## config.mk

```make
export PLATFORM = sky130hd
export DESIGN_NAME = pkt_addr_alloc
export DESIGN_NICKNAME = d
export VERILOG_FILES = /design/src/rtl/pkt_sw_pkg.sv /design/src/rtl/desc_fifo.sv /design/src/rtl/pkt_addr_alloc.sv
export SDC_FILE = /design/constraint.sdc
export NUM_CORES = 2
export LEC_CHECK = 0
export ABC_AREA = 1
export CELL_PAD_IN_SITES_DETAIL_PLACEMENT = 1
export CELL_PAD_IN_SITES_GLOBAL_PLACEMENT = 1
export CORE_AREA = 5 5 480 482
export CTS_BUF_LIST = sky130_fd_sc_hd__clkbuf_8
export DETAILED_ROUTE_END_ITERATION = 8
export DIE_AREA = 0 0 485 487
export GPL_TIMING_DRIVEN = 0
export PLACE_DENSITY_LB_ADDON = 0.1
export SLEW_MARGIN = 20
export SYNTH_ARGS = -nofsm -noshare
export SYNTH_HDL_FRONTEND = slang
export SYNTH_HIERARCHICAL = 1
export SYNTH_SLANG_ARGS = --single-unit
```

## constraint.sdc

```tcl
create_clock -name sys_clk -period 6.4 [get_ports sys_clk]
set_clock_uncertainty 0.15 [all_clocks]
set_input_delay 1.92 -clock sys_clk [delete_from_list [all_inputs] [get_ports sys_clk]]
set_output_delay 1.92 -clock sys_clk [all_outputs]
set_load 0.05 [all_outputs]
```

## src/rtl/pkt_sw_pkg.sv

```systemverilog
// Shared definitions for the switch address-allocation stage.
//  - clog2-based width helpers (ports, banks, bank depth, free counters)
//  - packet descriptor field offsets: {len, pri[3:0], dest}
//  - queue_info field offsets: {bank, start, len, pri}
//  - one-hot state encoding of the allocation FSM
package pkt_sw_pkg;

  localparam int PRI_W      = 4;
  localparam int DROP_CNT_W = 16;

  // Never returns 0 so that single-entry parameters still give a legal width.
  function automatic int clog2_f(input int v);
    return (v < 2) ? 1 : $clog2(v);
  endfunction

  // A free counter must be able to hold BANK_DEPTH itself.
  function automatic int cnt_w_f(input int depth);
    return clog2_f(depth) + 1;
  endfunction

  // Descriptor layout, LSB first: dest, pri, len.
  function automatic int desc_pri_lsb(input int dest_w);
    return dest_w;
  endfunction

  function automatic int desc_len_lsb(input int dest_w);
    return dest_w + PRI_W;
  endfunction

  // queue_info layout, LSB first: pri, len, start, bank.
  function automatic int qi_len_lsb();
    return PRI_W;
  endfunction

  function automatic int qi_start_lsb(input int len_w);
    return PRI_W + len_w;
  endfunction

  function automatic int qi_bank_lsb(input int len_w, input int addr_w);
    return PRI_W + len_w + addr_w;
  endfunction

  typedef enum logic [6:0] {
    ST_IDLE  = 7'b000_0001,
    ST_POP   = 7'b000_0010,
    ST_DEC   = 7'b000_0100,
    ST_BYP   = 7'b000_1000,
    ST_REQ   = 7'b001_0000,
    ST_ALLOC = 7'b010_0000,
    ST_DROP  = 7'b100_0000
  } state_e;

endpackage

```

## src/rtl/desc_fifo.sv

```systemverilog
// Synchronous descriptor FIFO with registered read data.
//  clk, rst_n          : clock, asynchronous active-low reset
//  wr_en_i, wr_data_i  : write port; accepted when not full, or when full
//                        and a read happens in the same cycle
//  rd_en_i             : pop; rd_data_o is valid the cycle after
//  full_o, empty_o     : occupancy flags
module desc_fifo
  import pkt_sw_pkg::*;
#(
  parameter int WIDTH = 20,
  parameter int DEPTH = 16
) (
  input  logic             clk,
  input  logic             rst_n,
  input  logic             wr_en_i,
  input  logic [WIDTH-1:0] wr_data_i,
  input  logic             rd_en_i,
  output logic [WIDTH-1:0] rd_data_o,
  output logic             full_o,
  output logic             empty_o
);

  localparam int PTR_W = clog2_f(DEPTH);

  logic [WIDTH-1:0] mem_q [DEPTH];
  logic [PTR_W-1:0] wr_ptr_q, rd_ptr_q;
  logic [PTR_W:0]   count_q, count_d;
  logic [WIDTH-1:0] rd_data_q;
  logic             wr_ok, rd_ok;

  assign full_o    = (count_q == (PTR_W + 1)'(DEPTH));
  assign empty_o   = (count_q == '0);
  assign rd_ok     = rd_en_i && !empty_o;
  assign wr_ok     = wr_en_i && (!full_o || rd_ok);
  assign rd_data_o = rd_data_q;

  // NOTE: the storage array has no reset; the pointers and count alone
  // define which entries are live, and this keeps it mappable to RAM.
  always_ff @(posedge clk) begin
    if (wr_ok) mem_q[wr_ptr_q] <= wr_data_i;
  end

  always_comb begin
    count_d = count_q;
    case ({wr_ok, rd_ok})
      2'b10:   count_d = count_q + 1'b1;
      2'b01:   count_d = count_q - 1'b1;
      default: count_d = count_q;
    endcase
  end

  // NOTE: sequential state uses non-blocking assignments only, so every
  // register samples pre-edge values regardless of block ordering.
  always_ff @(posedge clk or negedge rst_n) begin
    if (!rst_n) begin
      wr_ptr_q  <= '0;
      rd_ptr_q  <= '0;
      count_q   <= '0;
      rd_data_q <= '0;
    end else begin
      count_q <= count_d;
      if (wr_ok) wr_ptr_q <= wr_ptr_q + 1'b1;
      if (rd_ok) begin
        rd_ptr_q  <= rd_ptr_q + 1'b1;
        rd_data_q <= mem_q[rd_ptr_q];
      end
    end
  end

endmodule

```

## src/rtl/pkt_addr_alloc.sv

```systemverilog
// Packet address-allocation stage of the shared-SRAM switch.
// Buffers descriptors {len, pri, dest}; cuts packets through to an idle
// port, otherwise allocates a contiguous (wrapping) block run in one SRAM
// bank through the arbiter and writes the result to the per-port queue.
// Ports:
//  sys_clk, sys_rst_n                  clock, async active-low reset
//  pkt_info, pkt_info_vld/_rdy         descriptor input
//  bank_free_cnt, bank_free_addr       per-bank free run (count, start)
//  port_idle                           per-port idle flags
//  data_ren, data_ren_port, por_rd_*   cut-through read and framing
//  req_addr / req_done                 arbiter handshake
//  addr_done, alloc_bank, alloc_mask   allocation commit
//  queue_info_vld, queue_info          queue write (one-hot strobe)
//  drop_pulse, drop_cnt                drop reporting
module pkt_addr_alloc
  import pkt_sw_pkg::*;
#(
  parameter  int PORT_NUM   = 16,
  parameter  int BANK_NUM   = 32,
  parameter  int BANK_DEPTH = 512,
  parameter  int BLK_BYTES  = 64,
  parameter  int LEN_W      = 12,
  parameter  int FIFO_DEPTH = 16,
  parameter  int SEL_MODE   = 0,
  parameter  int BYPASS_EN  = 1,
  localparam int DEST_W     = clog2_f(PORT_NUM),
  localparam int BANK_W     = clog2_f(BANK_NUM),
  localparam int ADDR_W     = clog2_f(BANK_DEPTH),
  localparam int CNT_W      = cnt_w_f(BANK_DEPTH),
  localparam int INFO_W     = LEN_W + PRI_W + DEST_W,
  localparam int QI_W       = BANK_W + ADDR_W + LEN_W + PRI_W
) (
  input  logic                       sys_clk,
  input  logic                       sys_rst_n,
  input  logic [INFO_W-1:0]          pkt_info,
  input  logic                       pkt_info_vld,
  output logic                       pkt_info_rdy,
  input  logic [BANK_NUM*CNT_W-1:0]  bank_free_cnt,
  input  logic [BANK_NUM*ADDR_W-1:0] bank_free_addr,
  input  logic [PORT_NUM-1:0]        port_idle,
  output logic                       data_ren,
  output logic [DEST_W-1:0]          data_ren_port,
  output logic                       por_rd_sop,
  output logic                       por_rd_eop,
  output logic                       por_rd_vld,
  output logic                       req_addr,
  input  logic                       req_done,
  output logic                       addr_done,
  output logic [BANK_W-1:0]          alloc_bank,
  output logic [BANK_DEPTH-1:0]      alloc_mask,
  output logic [PORT_NUM-1:0]        queue_info_vld,
  output logic [QI_W-1:0]            queue_info,
  output logic                       drop_pulse,
  output logic [DROP_CNT_W-1:0]      drop_cnt
);

  localparam int PRI_LSB = desc_pri_lsb(DEST_W);
  localparam int LEN_LSB = desc_len_lsb(DEST_W);
  localparam int BLK_SH  = clog2_f(BLK_BYTES);

  // ---------------- helper functions ----------------
  // Bit i is set iff (i - start) mod BANK_DEPTH < blocks.
  function automatic logic [BANK_DEPTH-1:0] gen_mask(input logic [ADDR_W-1:0] start,
                                                     input logic [CNT_W-1:0]  blocks);
    logic [BANK_DEPTH-1:0] m;
    int                    d;
    m = '0;
    for (int i = 0; i < BANK_DEPTH; i++) begin
      d = i - int'(start);
      if (d < 0) d = d + BANK_DEPTH;
      m[i] = (d < int'(blocks));
    end
    return m;
  endfunction

  // First bank, scanning upward from base with wrap, whose free count
  // covers the request. Returns {hit, bank}.
  function automatic logic [BANK_W:0] find_bank(input logic [BANK_NUM*CNT_W-1:0] free_cnt,
                                                input logic [CNT_W-1:0]          need,
                                                input logic [BANK_W-1:0]         base);
    logic              hit;
    logic [BANK_W-1:0] sel;
    int                idx;
    hit = 1'b0;
    sel = '0;
    for (int k = 0; k < BANK_NUM; k++) begin
      idx = (int'(base) + k) % BANK_NUM;
      if (!hit && (free_cnt[idx*CNT_W +: CNT_W] >= need)) begin
        hit = 1'b1;
        sel = BANK_W'(idx);
      end
    end
    return {hit, sel};
  endfunction

  // ---------------- descriptor FIFO ----------------
  logic              live_q;        // low in reset and the first cycle after
  logic              fifo_rd, fifo_full, fifo_empty;
  logic [INFO_W-1:0] fifo_rdata;

  desc_fifo #(
    .WIDTH (INFO_W),
    .DEPTH (FIFO_DEPTH)
  ) u_desc_fifo (
    .clk       (sys_clk),
    .rst_n     (sys_rst_n),
    .wr_en_i   (pkt_info_vld && live_q),
    .wr_data_i (pkt_info),
    .rd_en_i   (fifo_rd),
    .rd_data_o (fifo_rdata),
    .full_o    (fifo_full),
    .empty_o   (fifo_empty)
  );

  assign pkt_info_rdy = live_q && !fifo_full;

  // ---------------- state and datapath registers ----------------
  state_e              state_q, state_d;
  logic [LEN_W-1:0]    len_q, cnt_q;
  logic [PRI_W-1:0]    pri_q;
  logic [DEST_W-1:0]   dest_q;
  logic [CNT_W-1:0]    blocks_q;
  logic [BANK_W-1:0]   bank_q, last_bank_q;
  logic [ADDR_W-1:0]   start_q;
  logic [PORT_NUM-1:0] qvld_q;
  logic [QI_W-1:0]     qinfo_q;
  logic [DROP_CNT_W-1:0] drop_cnt_q;

  // Decode of the descriptor presented by the FIFO during DEC.
  logic [LEN_W-1:0]  dec_len;
  logic [PRI_W-1:0]  dec_pri;
  logic [DEST_W-1:0] dec_dest;
  logic [LEN_W:0]    dec_blocks;

  assign dec_len    = fifo_rdata[LEN_LSB +: LEN_W];
  assign dec_pri    = fifo_rdata[PRI_LSB +: PRI_W];
  assign dec_dest   = fifo_rdata[0 +: DEST_W];
  assign dec_blocks = ({1'b0, dec_len} + (LEN_W + 1)'(BLK_BYTES - 1)) >> BLK_SH;

  // Bank search
  logic [BANK_W-1:0] search_base;
  logic [BANK_W:0]   search_res;
  logic              search_hit;
  logic [BANK_W-1:0] search_bank;

  always_comb begin
    search_base = '0;
    if (SEL_MODE == 1)
      search_base = (last_bank_q == BANK_W'(BANK_NUM - 1)) ? '0 : last_bank_q + 1'b1;
  end

  assign search_res  = find_bank(bank_free_cnt, blocks_q, search_base);
  assign search_hit  = search_res[BANK_W];
  assign search_bank = search_res[BANK_W-1:0];

  // ---------------- FSM: next state and outputs ----------------
  // NOTE: every signal assigned here gets a default first, so no path
  // through the case can leave one unassigned and infer a latch.
  always_comb begin
    state_d       = state_q;
    fifo_rd       = 1'b0;
    data_ren      = 1'b0;
    data_ren_port = '0;
    por_rd_sop    = 1'b0;
    por_rd_eop    = 1'b0;
    por_rd_vld    = 1'b0;
    req_addr      = 1'b0;
    addr_done     = 1'b0;
    alloc_bank    = '0;
    alloc_mask    = '0;
    drop_pulse    = 1'b0;
    case (state_q)
      ST_IDLE: if (!fifo_empty) state_d = ST_POP;
      ST_POP: begin
        fifo_rd = 1'b1;
        state_d = ST_DEC;
      end
      ST_DEC: begin
        if (dec_len == '0 || int'(dec_blocks) > BANK_DEPTH) state_d = ST_DROP;
        else if (BYPASS_EN != 0 && port_idle[dec_dest])     state_d = ST_BYP;
        else                                                state_d = ST_REQ;
      end
      ST_BYP: begin
        data_ren      = 1'b1;
        por_rd_vld    = 1'b1;
        data_ren_port = dest_q;
        por_rd_sop    = (cnt_q == '0);
        por_rd_eop    = (cnt_q == len_q - 1'b1);
        if (por_rd_eop) state_d = ST_IDLE;
      end
      ST_REQ: begin
        req_addr = 1'b1;
        if (req_done) state_d = search_hit ? ST_ALLOC : ST_DROP;
      end
      ST_ALLOC: begin
        addr_done  = 1'b1;
        alloc_bank = bank_q;
        alloc_mask = gen_mask(start_q, blocks_q);
        state_d    = ST_IDLE;
      end
      ST_DROP: begin
        drop_pulse = 1'b1;
        state_d    = ST_IDLE;
      end
      default: state_d = ST_IDLE;
    endcase
  end

  always_ff @(posedge sys_clk or negedge sys_rst_n) begin
    if (!sys_rst_n) begin
      state_q     <= ST_IDLE;
      live_q      <= 1'b0;
      len_q       <= '0;
      pri_q       <= '0;
      dest_q      <= '0;
      blocks_q    <= '0;
      cnt_q       <= '0;
      bank_q      <= '0;
      start_q     <= '0;
      last_bank_q <= BANK_W'(BANK_NUM - 1);
      qvld_q      <= '0;
      qinfo_q     <= '0;
      drop_cnt_q  <= '0;
    end else begin
      state_q <= state_d;
      live_q  <= 1'b1;
      qvld_q  <= '0;
      cnt_q   <= (state_q == ST_BYP) ? cnt_q + 1'b1 : '0;
      if (state_q == ST_DEC) begin
        len_q    <= dec_len;
        pri_q    <= dec_pri;
        dest_q   <= dec_dest;
        blocks_q <= CNT_W'(dec_blocks);
      end
      if (state_q == ST_REQ && req_done && search_hit) begin
        bank_q      <= search_bank;
        start_q     <= bank_free_addr[int'(search_bank)*ADDR_W +: ADDR_W];
        last_bank_q <= search_bank;
      end
      // Queue write lands the cycle after the commit strobe.
      if (state_q == ST_ALLOC) begin
        qvld_q  <= {{(PORT_NUM-1){1'b0}}, 1'b1} << dest_q;
        qinfo_q <= {bank_q, start_q, len_q, pri_q};
      end
      if (state_q == ST_DROP && drop_cnt_q != '1) drop_cnt_q <= drop_cnt_q + 1'b1;
    end
  end

  assign queue_info_vld = qvld_q;
  assign queue_info     = qinfo_q;
  assign drop_cnt       = drop_cnt_q;

endmodule

```

==> flow_metrics.env <==
export IMPL_syn2layout_area_growth_pct=46.5
export IMPL_post_synth_inst_count=7126
export IMPL_synth_area_um2=48900
export IMPL_ys_top_cells_by_count="sky130_fd_sc_hd__nand2_1 (1,496), sky130_fd_sc_hd__inv_1 (1,249), sky130_fd_sc_hd__nor2_1 (864)"
export IMPL_setup_repair_after_global_routing_missed_its_margin="true"
export IMPL_timing_final_hold_violations=0
export IMPL_post_layout_net_count=9784
export IMPL_relSlewSlack_pct=22.1
export IMPL_avgSynthCellArea_um2=6.86
export IMPL_cts_buffers_inserted=84
export IMPL_place_gp_congestion=0.951
export IMPL_count_of_flip_flops_with_a_built_in_enable_after_synthesis=320
export IMPL_pwr_density_cell_nw_per_um2=371
export IMPL_num_vias=55674
export IMPL_final_antenna_net_count=0
export IMPL_placed_area_um2=66000
export IMPL_die_width_um=485
export IMPL_synth_top_area_share_pct=19.7
export IMPL_cts_root_buf="sky130_fd_sc_hd__clkbuf_8"
export IMPL_worst_setup_path_end_kind="output pin"
export IMPL_synthArstFlopShare_pct=32.8
export IMPL_standard_cell_row_count=175
export IMPL_period_needed_ps=6350
export IMPL_cp_required_ps=4330
export IMPL_synth_nets=8291
export IMPL_synth_top_area_cell="sky130_fd_sc_hd__edfxtp_1"
export IMPL_fp_dieH_um=487
export IMPL_cts_max_path_buffers=3
export IMPL_run_status="completed"
export IMPL_global_route_overflow_total=0
export IMPL_total_leakage_power_nw=33.7
export IMPL_ys_top_cells_by_area="sky130_fd_sc_hd__edfxtp_1 (20%), sky130_fd_sc_hd__ha_1 (13%), sky130_fd_sc_hd__nand2_1 (11%)"
export IMPL_cp_start_kind="flop"
export IMPL_critical_path_arrival_ps=4280
export IMPL_routed_wirelength_um=348000
export IMPL_synth_distinct_cells=64
export IMPL_core_region_um2=226000
export IMPL_first_global_vias=56994
export IMPL_fin_hold_ws_ps=327
export IMPL_routed_via_density=4.75
export IMPL_final_area_um2=71600
export IMPL_initial_cell_density_of_the_core_pct=21.6
export IMPL_hold_path_class="flop to flop"
export IMPL_report_final_slew_viol_count=0
export IMPL_pin_count_of_the_biggest_net_entering_global_routing=82
export IMPL_setup_worst_path_class="flop to output pin"
export IMPL_grt_antenna_before_repair=49
export IMPL_layout_drive_gt1_share_pct=19.0
export IMPL_wire_per_inst_um=29.7
export IMPL_fmax_mhz=157
export IMPL_final_min_period_over_clock_period_pct=99.2
export IMPL_max_vdd_ir_drop_mv=0.225
export IMPL_remaining_drc_errors=0
export IMPL_htree_levels=3
export IMPL_yosys_warnings=6
export IMPL_setup_tns_final_ps=0
export IMPL_clock_sinks=476
export IMPL_detailed_place_hpwl_um=282000
export IMPL_max_cap_viols=0
export IMPL_placement_io_buffers=1238
export IMPL_highest_fanout_seen_on_the_critical_path=14
export IMPL_global_route_wire_length_before_repair_um=470000
export IMPL_yosysSeqAreaShare_pct=27.6
export IMPL_synthFlopType="sky130_fd_sc_hd__edfxtp_1"
export IMPL_finalSetupViolations=0
export IMPL_worst_slew_pin_transition_ps=1170
export IMPL_synth_most_common_cell="sky130_fd_sc_hd__nand2_1"
export IMPL_track_usage_pct=28.2
export IMPL_total_power_mw=26.5
export IMPL_dieArea_um2=236000
export IMPL_first_pass_iters=5
export IMPL_ys_seq_elements=476
export IMPL_boundaryPins=1239
export IMPL_tritoncts="yes"
export IMPL_post_cts_hold_buffer_count=0
export IMPL_insertion_delay_ps=740
export IMPL_number_of_drc_violations_after_detailed_routing_iteration_0=3654
export IMPL_worst_path_clk_slew_ps=60
==> power breakdown <==
part	leakage (nW)	internal [mW]	switching, mW
combinational	27.8	6.12	13.5
sequential	4.92	3.66	0.326
clock	1.01	1.60	1.37
==> worst max-delay path, stage by stage (launching register included) <==
cell and delay, ps:
sky130_fd_sc_hd__dfrtp_4 600, sky130_fd_sc_hd__inv_2 240, sky130_fd_sc_hd__buf_6 320, sky130_fd_sc_hd__ha_2 380, sky130_fd_sc_hd__clkbuf_2 370, sky130_fd_sc_hd__clkbuf_4 340, sky130_fd_sc_hd__nand2_1 100, sky130_fd_sc_hd__xor2_1 310
sky130_fd_sc_hd__nand4_1 280, sky130_fd_sc_hd__nor2_1 210, sky130_fd_sc_hd__clkdlybuf4s15_2 410
==> state kept, by name (all words and copies together), names as in the netlist <==
signal / flops
drop_cnt: 16
queue_info_vld: 16
cnt_q: 12
u_desc_fifo/mem_q: 320
u_desc_fifo/count_q: 5
live_q: 1
bank_q: 5
u_desc_fifo/rd_data_o: 20
start_q: 9
u_desc_fifo/wr_ptr_q: 4
queue_info: 30
blocks_q: 7
state_q: 7
dest_q: 4
u_desc_fifo/rd_ptr_q: 4
len_q: 12
pri_q: 4
==> cells by family after synthesis <==
group                      after synthesis  share of synthesized area, %
and+or+nand+nor                       3388                          30.0
other                                    1                       0.00767
xor gates and xnor gates               439                          7.86
AOI/OAI and AO/OA                      737                          8.55
muxes                                    4                        0.0819
buffers and inverters                 1564                          12.6
DFF                                    476                          27.6
adders and majority gates              517                          13.2
==> cells in the final DEF (no fill, tap or decap), drive strengths merged, types with 59 or more instances in the layout <==
cell type	instances
edfxtp	320
nand2	1511
clkdlybuf4s50	691
clkbuf	284
inv	1283
a21oi	272
xor2	426
clkdlybuf4s15	97
nor3	119
nand4	59
ha	516
nand3b	141
buf	689
dfrtp	155
nand3	633
nor2	875
o21ai	286
==> final timing paths <==
kind	startpoint	cells past startpoint	slack, ps	endpoint
max	start_q[6]$_DFFE_PN0P_	10	50	alloc_mask[411]
min	bank_q[0]$_DFFE_PN0P_	2	330	bank_q[0]$_DFFE_PN0P_
max reg2reg	blocks_q[5]$_DFFE_PN0P_	34	150	start_q[0]$_DFFE_PN0P_
min reg2reg	bank_q[0]$_DFFE_PN0P_	2	330	bank_q[0]$_DFFE_PN0P_
max in group asynchronous	sys_rst_n	3	4050	start_q[1]$_DFFE_PN0P_
min in group asynchronous	sys_rst_n	1	890	u_desc_fifo/wr_ptr_q[0]$_DFFE_PN0P_
==> per-stage QoR <==
| step | util (%) | cells | worst slack [ps] |
|---|---|---|---|
| 2_1_floorplan | - | 7126 | -4.62 |
| 3_3_place_gp | 28.8 | 11373 | -5400 |
| 3_5_place_dp | 29.2 | 11404 | -3860 |
| 4_1_cts | 31.2 | 11663 | -35.3 |
| 5_1_grt | 31.7 | 11715 | -127 |
| 6_report | 31.7 | 11719 | 49.1 |
==> routing by layer <==
metal  global-route usage [%]  vias to the layer above  part of all wire (%)
met5                        0                        -                 0.037
met3                     4.15                      513                   5.3
li1                         -                    25774                     -
met2                     48.3                     1843                    47
met1                     35.0                    27526                    42
met4                     12.8                       18                   5.5
==> area by class of cell <==
| class | instances | area (µm²) |
|---|---|---|
| tap | 3009 | 3760 |
| clock buffer | 98 | 1350 |
| multi-input combinational | 5087 | 32100 |
| buffer | 293 | 2110 |
| antenna | 23 | 57.6 |
| timing repair buffer | 1412 | 13400 |
| sequential | 476 | 13500 |
| fill | 27621 | 154000 |
| clock inverter | 56 | 399 |
| inverter | 1265 | 4890 |
==> timing repair <==
action,in CTS,in global routing
pin swaps,106,73
gates cloned,4,1
setup endpoints to repair,535,502
setup buffers,107,32
resized for setup,3139,548
(Power assumes the default switching activity.)
